`src/rtl/basis_sift_scanner_pkg.sv`:
```
// Shared widths and state encoding for the basis sifting scanner.
package basis_sift_scanner_pkg;

  localparam int unsigned SIFT_ADDR_W = 10;
  localparam int unsigned SIFT_CNT_W  = SIFT_ADDR_W + 1;

  localparam logic [1:0] ST_IDLE  = 2'd0;
  localparam logic [1:0] ST_SCAN  = 2'd1;
  localparam logic [1:0] ST_DRAIN = 2'd2;

endpackage

```
`src/rtl/basis_sift_scanner.sv`:
```
// Scans the dual-bit sifting store and streams out every index whose
// Alice and Bob bases agree, counting the matches.
module basis_sift_scanner
  import basis_sift_scanner_pkg::*;
#(
  parameter int unsigned ADDR_W = SIFT_ADDR_W,
  parameter int unsigned CNT_W  = SIFT_CNT_W
) (
  input  logic              clk,
  input  logic              rst,
  input  logic              start,
  input  logic [CNT_W-1:0]  num_bits,
  output logic [ADDR_W-1:0] mem_addr,
  output logic              mem_we,
  input  logic              mem_out_a,
  input  logic              mem_out_b,
  output logic              idx_valid,
  input  logic              idx_ready,
  output logic [ADDR_W-1:0] idx_data,
  output logic              busy,
  output logic              done,
  output logic [CNT_W-1:0]  match_count
);

  logic [1:0]        state_q, state_d;
  logic [CNT_W-1:0]  num_q, num_d;
  logic [CNT_W-1:0]  issued_q, issued_d;
  logic [ADDR_W-1:0] next_addr_q, next_addr_d;
  logic              p1_valid_q, p1_valid_d;
  logic [ADDR_W-1:0] p1_idx_q, p1_idx_d;
  logic              idx_valid_q, idx_valid_d;
  logic [ADDR_W-1:0] idx_data_q, idx_data_d;
  logic [CNT_W-1:0]  match_count_q, match_count_d;
  logic              busy_q, busy_d;
  logic              done_q, done_d;
  logic              adv_c;

  // Pipeline advances unless the output slot is full and not being taken.
  assign adv_c = !(idx_valid_q && !idx_ready);
  // On a stall the store re-reads the pending index so its data stays valid.
  assign mem_addr = adv_c ? next_addr_q : p1_idx_q;
  assign mem_we   = 1'b0;

  always_comb begin
    state_d       = state_q;
    num_d         = num_q;
    issued_d      = issued_q;
    next_addr_d   = next_addr_q;
    p1_valid_d    = p1_valid_q;
    p1_idx_d      = p1_idx_q;
    idx_valid_d   = idx_valid_q;
    idx_data_d    = idx_data_q;
    match_count_d = match_count_q;
    done_d        = 1'b0;

    case (state_q)
      ST_IDLE: begin
        if (start) begin
          match_count_d = '0;
          if (num_bits != '0) begin
            num_d       = num_bits;
            issued_d    = '0;
            next_addr_d = '0;
            state_d     = ST_SCAN;
          end else begin
            done_d = 1'b1;
          end
        end
      end
      ST_SCAN, ST_DRAIN: begin
        if (adv_c) begin
          // Evaluate the index whose store data is visible this cycle.
          if (p1_valid_q && (mem_out_a == mem_out_b)) begin
            idx_valid_d   = 1'b1;
            idx_data_d    = p1_idx_q;
            match_count_d = match_count_q + CNT_W'(1);
          end else begin
            idx_valid_d = 1'b0;
          end
          // Issue the next index; the stop test uses the wide counter so a
          // full-depth scan does not re-issue the wrapped address.
          if (issued_q < num_q) begin
            p1_valid_d  = 1'b1;
            p1_idx_d    = next_addr_q;
            next_addr_d = next_addr_q + ADDR_W'(1);
            issued_d    = issued_q + CNT_W'(1);
          end else begin
            p1_valid_d = 1'b0;
          end
          if ((state_q == ST_SCAN) && (issued_q == num_q) && p1_valid_q) begin
            state_d = ST_DRAIN;
          end
          if (state_q == ST_DRAIN) begin
            done_d  = 1'b1;
            state_d = ST_IDLE;
          end
        end
      end
      default: state_d = ST_IDLE;
    endcase

    busy_d = (state_d != ST_IDLE);
  end

  always_ff @(posedge clk) begin
    if (rst) begin
      state_q       <= ST_IDLE;
      num_q         <= '0;
      issued_q      <= '0;
      next_addr_q   <= '0;
      p1_valid_q    <= 1'b0;
      p1_idx_q      <= '0;
      idx_valid_q   <= 1'b0;
      idx_data_q    <= '0;
      match_count_q <= '0;
      busy_q        <= 1'b0;
      done_q        <= 1'b0;
    end else begin
      state_q       <= state_d;
      num_q         <= num_d;
      issued_q      <= issued_d;
      next_addr_q   <= next_addr_d;
      p1_valid_q    <= p1_valid_d;
      p1_idx_q      <= p1_idx_d;
      idx_valid_q   <= idx_valid_d;
      idx_data_q    <= idx_data_d;
      match_count_q <= match_count_d;
      busy_q        <= busy_d;
      done_q        <= done_d;
    end
  end

  assign idx_valid   = idx_valid_q;
  assign idx_data    = idx_data_q;
  assign busy        = busy_q;
  assign done        = done_q;
  assign match_count = match_count_q;

endmodule
```
`config.mk`:
```
export PLATFORM = sky130hd
export DESIGN_NAME = basis_sift_scanner
export DESIGN_NICKNAME = d
export VERILOG_FILES = /design/src/rtl/basis_sift_scanner_pkg.sv /design/src/rtl/basis_sift_scanner.sv
export SDC_FILE = /design/constraint.sdc
export NUM_CORES = 1
export LEC_CHECK = 0
export ABC_AREA = 1
export CAP_MARGIN = 20
export CELL_PAD_IN_SITES_DETAIL_PLACEMENT = 0
export CELL_PAD_IN_SITES_GLOBAL_PLACEMENT = 2
export CORE_MARGIN = 2
export CORE_UTILIZATION = 30
export DETAILED_ROUTE_END_ITERATION = 12
export GPL_TIMING_DRIVEN = 0
export PLACE_DENSITY = 0.9
export REMOVE_ABC_BUFFERS = 1
export SETUP_SLACK_MARGIN = 0.05
export SLEW_MARGIN = 20
export SYNTH_ARGS = -nofsm -noshare
export SYNTH_HDL_FRONTEND = slang
export SYNTH_SLANG_ARGS = --single-unit
```
`constraint.sdc`:
```
create_clock -name clk -period 2.2 [get_ports clk]
set_input_delay 0.22 -clock clk [delete_from_list [all_inputs] [get_ports clk]]
set_output_delay 0.22 -clock clk [all_outputs]
set_load 0.01 [all_outputs]
```
==> results of run 1 <==
worst register-to-register path: cells and delay by family (launching register included):
family / cells / cell delay, ns
simple gates: 7 / 0.94
fa+ha+maj: 1 / 0.34
buf+inv: 2 / 0.17
flops: 1 / 0.36
compound gates: 1 / 0.06
cell type report:
class | count | area (um2) | share of cell area
Clock buffer | 9 | 225.2 | 0.04510
Sequential cell | 69 | 1385 | 0.2774
Timing Repair Buffer | 62 | 623.1 | 0.1248
Clock inverter | 7 | 75.07 | 0.01503
Multi-Input combinational cell | 428 | 2201 | 0.4407
Tap cell | 172 | 215.2 | 0.04310
Inverter | 67 | 269.0 | 0.05387
power by group through the flow:
stage	combinational, mW	sequential (mW)	clock [mW]
after floorplan	0.412	1.43	0
after global placement	0.619	1.44	0
after detailed placement	0.626	1.44	0
after CTS	0.705	1.42	1.53
after global routing	0.859	1.43	1.58
final	0.760	1.42	1.49
flip-flops by register name, indices dropped and copies added, names as in the netlist:
| register | count |
|---|---|
| issued_q | 11 |
| match_count | 11 |
| num_q | 11 |
| idx_data | 10 |
| next_addr_q | 10 |
| p1_idx_q | 10 |
| state_q | 2 |
| busy | 1 |
| done | 1 |
| idx_valid | 1 |
| p1_valid_q | 1 |
cell usage after synthesis (all sizes together):
cell,number,area share
conb,1,0.00098
clkbuf,13,0.013
xor2,3,0.0069
o2111ai,1,0.0023
nor2b,1,0.0016
nand3,34,0.048
or2,4,0.0065
nor2,97,0.097
dfxtp,69,0.36
nand2,136,0.14
clkinv,1,0.00098
xnor2,1,0.0023
ha,18,0.059
inv,66,0.065
a211oi,1,0.0020
a21boi,1,0.0020
nor3b,1,0.0020
o21bai,1,0.0020
a21oi,40,0.053
o21ai,47,0.061
buf,11,0.020
and3,1,0.0016
nand4,28,0.046
nor3,7,0.0091
final timing paths:
| path | end | slack [ns] | from |
|---|---|---|---|
| worst max-delay path | mem_addr[1] | 0.13 | idx_ready |
| worst min-delay path | num_q[6] | 0.46 | num_q[6] |
| worst max register to register | issued_q[2] | 0.18 | state_q[0] |
| worst min register to register | num_q[6] | 0.46 | num_q[6] |
routing by layer:
metal | part of all wire | wire, um | vias up
met5 | 0 | 0 | -
met4 | 0.016 | 170 | 0
met3 | 0.040 | 422 | 14
met2 | 0.45 | 4773 | 65
met1 | 0.49 | 5234 | 1732
li1 | - | - | 2007
cell families after synthesis:
kind of cell,after synthesis,synth area share
buffers and inverters,91,0.09863
AOI/OAI and AO/OA,91,0.1228
xor gates and xnor gates,4,0.009146
DFF,69,0.3605
adders and majority gates,18,0.05879
other,1,0.0009788
and+or+nand+nor,309,0.3491
what timing repair did:
action | 4_1_cts | 5_1_grt
gates resized for setup | 9 | 23
endpoints found under the setup margin | 67 | 61
pin swaps | 6 | 6
buffers inserted | 9 | 3
gates cloned | 2 | 3
==> results.py, run 1 <==
metrics = {
    "layout": {
        "final_cell_mix": "131 x nand2_1, 92 x nor2_1, 66 x dfxtp_1",
        "drive_above_1_share": 0.09346,
        "final_util": 0.3973,
        "syn2layout_area_growth_pct": 30.34,
        "mostFrequentLayoutCell": "nand2_1",
        "fin_cells": 814,
        "fill_cells": 1310,
        "design_area_um2": 4994,
        "diodes": 0,
        "final_nets": 672,
    },
    "worst_hold_path": {
        "hold_path_class": "reg2reg",
        "whs_path_depth": 2,
    },
    "floorplanning": {
        "start_util": 0.3048,
        "io_pins": 52,
        "die_height_um": 117.0,
        "die-area_um2": 13690,
        "die_x_um": 117.0,
        "rows": 41,
        "coreArea_um2": 12570,
    },
    "global_route": {
        "grt.overflow.total": 0,
        "grt_use_total": 0.1622,
        "met1_usage": 0.2075,
        "met2_usage": 0.2682,
        "grt_max_degree": 43,
        "grt_antenna_before_repair": 0,
        "grt_pass1_vias": 3573,
        "busiest_layer": "met2",
        "met3_usage": 0.03759,
        "grt_pass1_wl_mm": 17.22,
    },
    "yosys": {
        "avgSynthCellArea_um2": 6.571,
        "post_synth_num_cell_types": 37,
        "syn_area_um2": 3831,
        "ys_seq_area_frac": 0.3605,
        "ys_warn_count": 0,
        "synthCells": 583,
        "synth_seq_cells": 69,
    },
    "worst_setup_path": {
        "r2r_cells": 11,
        "path_class": "in2out",
        "cp_slowest_stage_delay_ns": 0.62,
        "path_depth": 7,
        "path_delay_family": "buffers and inverters",
        "cp.required_ns": 1.98,
        "path_max_fanout": 11,
        "end_kind": "output pin",
        "cp_num_buf_inv": 4,
        "slowest_stage": "clkdlybuf4s50_1",
        "cp_cell_sequence": "clkdlybuf4s50_1, nor2_4, buf_12, inv_1, nand2_1, nand2_1, clkdlybuf4s50_1",
        "cp-start-kind": "primary input",
        "arrival_ns": 1.85,
    },
    "sta": {
        "whs_ns": 0.4608,
        "fin_ws_ns": 0.1343,
        "relSlewSlack": 0.3527,
        "post-route-min-period_ns": 2.066,
        "setup_viol": 0,
        "grt_setup_unrepaired": "no",
        "final_hold_viol_count": 0,
        "finalMaxSlewViolations": 0,
        "tightest_slew_ns": 0.9679,
        "timing.final.crit_share": 0.9389,
        "finClkSkew_ns": 0.01013,
        "setup_tns_ns": 0,
        "max_freq_ghz": 0.4841,
    },
    "placement": {
        "gp_congestion": 0.8088,
        "dpl-instance-area_um2": 4420,
        "dp_hpwl_mm": 6.766,
        "port-buffer-count": 50,
        "pre_cts_slack_ns": -0.9069,
        "dpl.cell_count": 781,
    },
    "run": {
        "maxCapViolations": 0,
    },
    "clocking": {
        "clock_path_buffers": 2,
        "clkSinkCount": 69,
        "clk_pin_slew_ns": 0.05,
        "cts_tree": "done",
        "cts_inserted_buffers": 9,
        "htree_num_levels": 3,
        "hold_buffers": 0,
        "cts_root_buffer": "clkbuf_16",
        "clock_latency_ns": 0.35,
    },
    "route": {
        "drt_wl_total_mm": 10.60,
        "drt_iter0_drc": 181,
        "drt.antenna.violating_nets": 0,
        "dr.pass1.iters": 4,
        "route.detailed.drc": 0,
        "viasPerCell": 4.690,
        "wl_per_cell_um": 13.02,
        "vias": 3818,
    },
    "status": {
        "status": "complete, no violations",
    },
    "power": {
        "leakage_nw": 2.041,
        "powerDensity_nw_per_um2": 733.9,
        "pwr-share-clk": 0.406,
        "combPwrFrac": 0.207,
        "finalPower_mw": 3.665,
        "share_seq_of_total_power": 0.387,
        "swShare": 0.3112,
        "internal_power_mw": 2.524,
        "p_switching_mw": 1.141,
        "peakVddDrop_uv": 291.3,
    },
}
Note: power is estimated with default switching activity, not from simulation.
==> run 2, diff against run 1 <==
--- a/config.mk
+++ b/config.mk
@@ -9,7 +9,7 @@
 export CAP_MARGIN = 20
 export CELL_PAD_IN_SITES_DETAIL_PLACEMENT = 0
 export CELL_PAD_IN_SITES_GLOBAL_PLACEMENT = 2
-export CORE_MARGIN = 2
+export CORE_MARGIN = 4
 export CORE_UTILIZATION = 30
 export DETAILED_ROUTE_END_ITERATION = 12
 export GPL_TIMING_DRIVEN = 0
==> run 2 against run 1 <==
  * Register-to-register slack worse by 0.07 ns
  * Sequential power hardly changed
  * Die area increased by 7.0%
  * Sequential share of layout area decreased by 0.12 points
  * Clock skew fell by 0.0018 ns
==> results.py, run 2 (synthesis gave the netlist of run 1 again) <==
metrics = {
    "floorplanning": {
        "die_height_um": 121.0,
        "die_x_um": 121.0,
        "coreArea_um2": 12570,
        "io_pins": 52,
        "die-area_um2": 14640,
        "start_util": 0.3048,
        "rows": 41,
    },
    "clocking": {
        "clock_path_buffers": 2,
        "cts_tree": "done",
        "clock_latency_ns": 0.34,
        "clkSinkCount": 69,
        "hold_buffers": 0,
        "cts_root_buffer": "clkbuf_16",
        "cts_inserted_buffers": 9,
        "clk_pin_slew_ns": 0.06,
        "htree_num_levels": 3,
    },
    "layout": {
        "drive_above_1_share": 0.1019,
        "syn2layout_area_growth_pct": 30.93,
        "fill_cells": 1354,
        "design_area_um2": 5016,
        "mostFrequentLayoutCell": "nand2_1",
        "final_nets": 678,
        "diodes": 0,
        "final_util": 0.3991,
        "final_cell_mix": "130 x nand2_1, 92 x nor2_1, 66 x dfxtp_1",
        "fin_cells": 820,
    },
    "global_route": {
        "grt_max_degree": 43,
        "grt_use_total": 0.1498,
        "grt_pass1_wl_mm": 17.47,
        "grt_antenna_before_repair": 0,
        "grt.overflow.total": 0,
        "grt_pass1_vias": 3592,
    },
    "sta": {
        "relSlewSlack": 0.3581,
        "finalMaxSlewViolations": 0,
        "tightest_slew_ns": 0.9598,
        "timing.final.crit_share": 0.9507,
        "grt_setup_unrepaired": "no",
        "max_freq_ghz": 0.4781,
        "whs_ns": 0.4612,
        "setup_tns_ns": 0,
        "fin_ws_ns": 0.1086,
        "final_hold_viol_count": 0,
        "finClkSkew_ns": 0.008350,
        "setup_viol": 0,
        "post-route-min-period_ns": 2.091,
    },
    "power": {
        "finalPower_mw": 3.575,
        "leakage_nw": 2.063,
        "powerDensity_nw_per_um2": 712.6,
        "peakVddDrop_uv": 389.1,
    },
    "worst_setup_path": {
        "cp_cell_sequence": "inv_1, ha_4, inv_6, nor2_2, nand3_1, nor2_2, nand3_2, nand2_4, buf_4, nand4_1, a21oi_1",
        "path_max_fanout": 17,
        "r2r_cells": 11,
        "cp-start-kind": "register",
        "arrival_ns": 2.34,
        "end_kind": "register",
        "cp.required_ns": 2.45,
        "cp_slowest_stage_delay_ns": 0.35,
        "path_class": "reg2reg",
        "slowest_stage": "dfxtp_2",
        "cp_common_cell": "nor2_2",
    },
    "route": {
        "vias": 3878,
        "drt_wl_total_mm": 10.96,
        "dr.pass1.iters": 5,
        "viasPerCell": 4.729,
        "route.detailed.drc": 0,
        "wl_per_cell_um": 13.36,
        "drt.antenna.violating_nets": 0,
        "drt_iter0_drc": 165,
    },
    "placement": {
        "dpl.cell_count": 781,
        "dpl-instance-area_um2": 4420,
        "gp_congestion": 0.8127,
        "port-buffer-count": 50,
        "dp_hpwl_mm": 6.973,
        "pre_cts_slack_ns": -0.9771,
    },
    "worst_hold_path": {
        "whs_path_depth": 2,
        "hold_path_class": "reg2reg",
    },
    "status": {
        "status": "complete, no violations",
    },
    "run": {
        "maxCapViolations": 0,
    },
}
==> run 2: cell types whose count changed in the layout (fill, tap and decap cells not counted), moves of 2 or more <==
cell        before  now
buf_6            2    0
buf_4            8   17
clkinvlp_4       5    3
clkinv_4         1    3
==> run 2: cell type report <==
class	count	area (um2)	share of cell area
clock inverters	6	47.55	0.009479
repair buffers	68	650.6	0.1297
inverters	67	266.5	0.05313
well taps	172	215.2	0.04290
flip-flops and latches	69	1385	0.2761
multi-input cells	428	2212	0.4410
clock buffers	10	239.0	0.04764
==> run 2: timing repair <==
action / in CTS / in global routing
resized for setup: 12 / 18
setup endpoints to repair: 67 / 59
cloned: 2 / 3
setup buffers: 15 / 3
pin swaps: 6 / 7
==> run 2: power breakdown <==
part	total [mW]	internal [mW]	switching [mW]
clock network	1.39	0.801	0.587
registers	1.42	1.34	0.0757
logic	0.769	0.307	0.462
total	3.57	2.45	1.12
==> run 2: final timing paths <==
kind,startpoint,end,slack (ns)
setup / recovery,state_q[1],issued_q[2],0.11
hold / removal,num_q[6],num_q[6],0.46
setup reg to reg,state_q[1],issued_q[2],0.11
hold reg to reg,num_q[6],num_q[6],0.46
==> run 2: routing by layer <==
metal,global-route usage,part of all wire,vias to the layer above
li1,-,-,2025
met1,0.1885,0.47,1767
met2,0.2477,0.47,76
met3,0.04009,0.041,10
met4,0.05099,0.011,0
met5,0,0,-
==> run 2: critical path, delay by kind of cell (launching register included) <==
| kind | cells | cell delay (ns) |
|---|---|---|
| DFF | 1 | 0.35 |
| adders and majority gates | 1 | 0.33 |
| AOI/OAI and AO/OA | 1 | 0.16 |
| and+or+nand+nor | 6 | 0.80 |
| buffers and inverters | 3 | 0.36 |
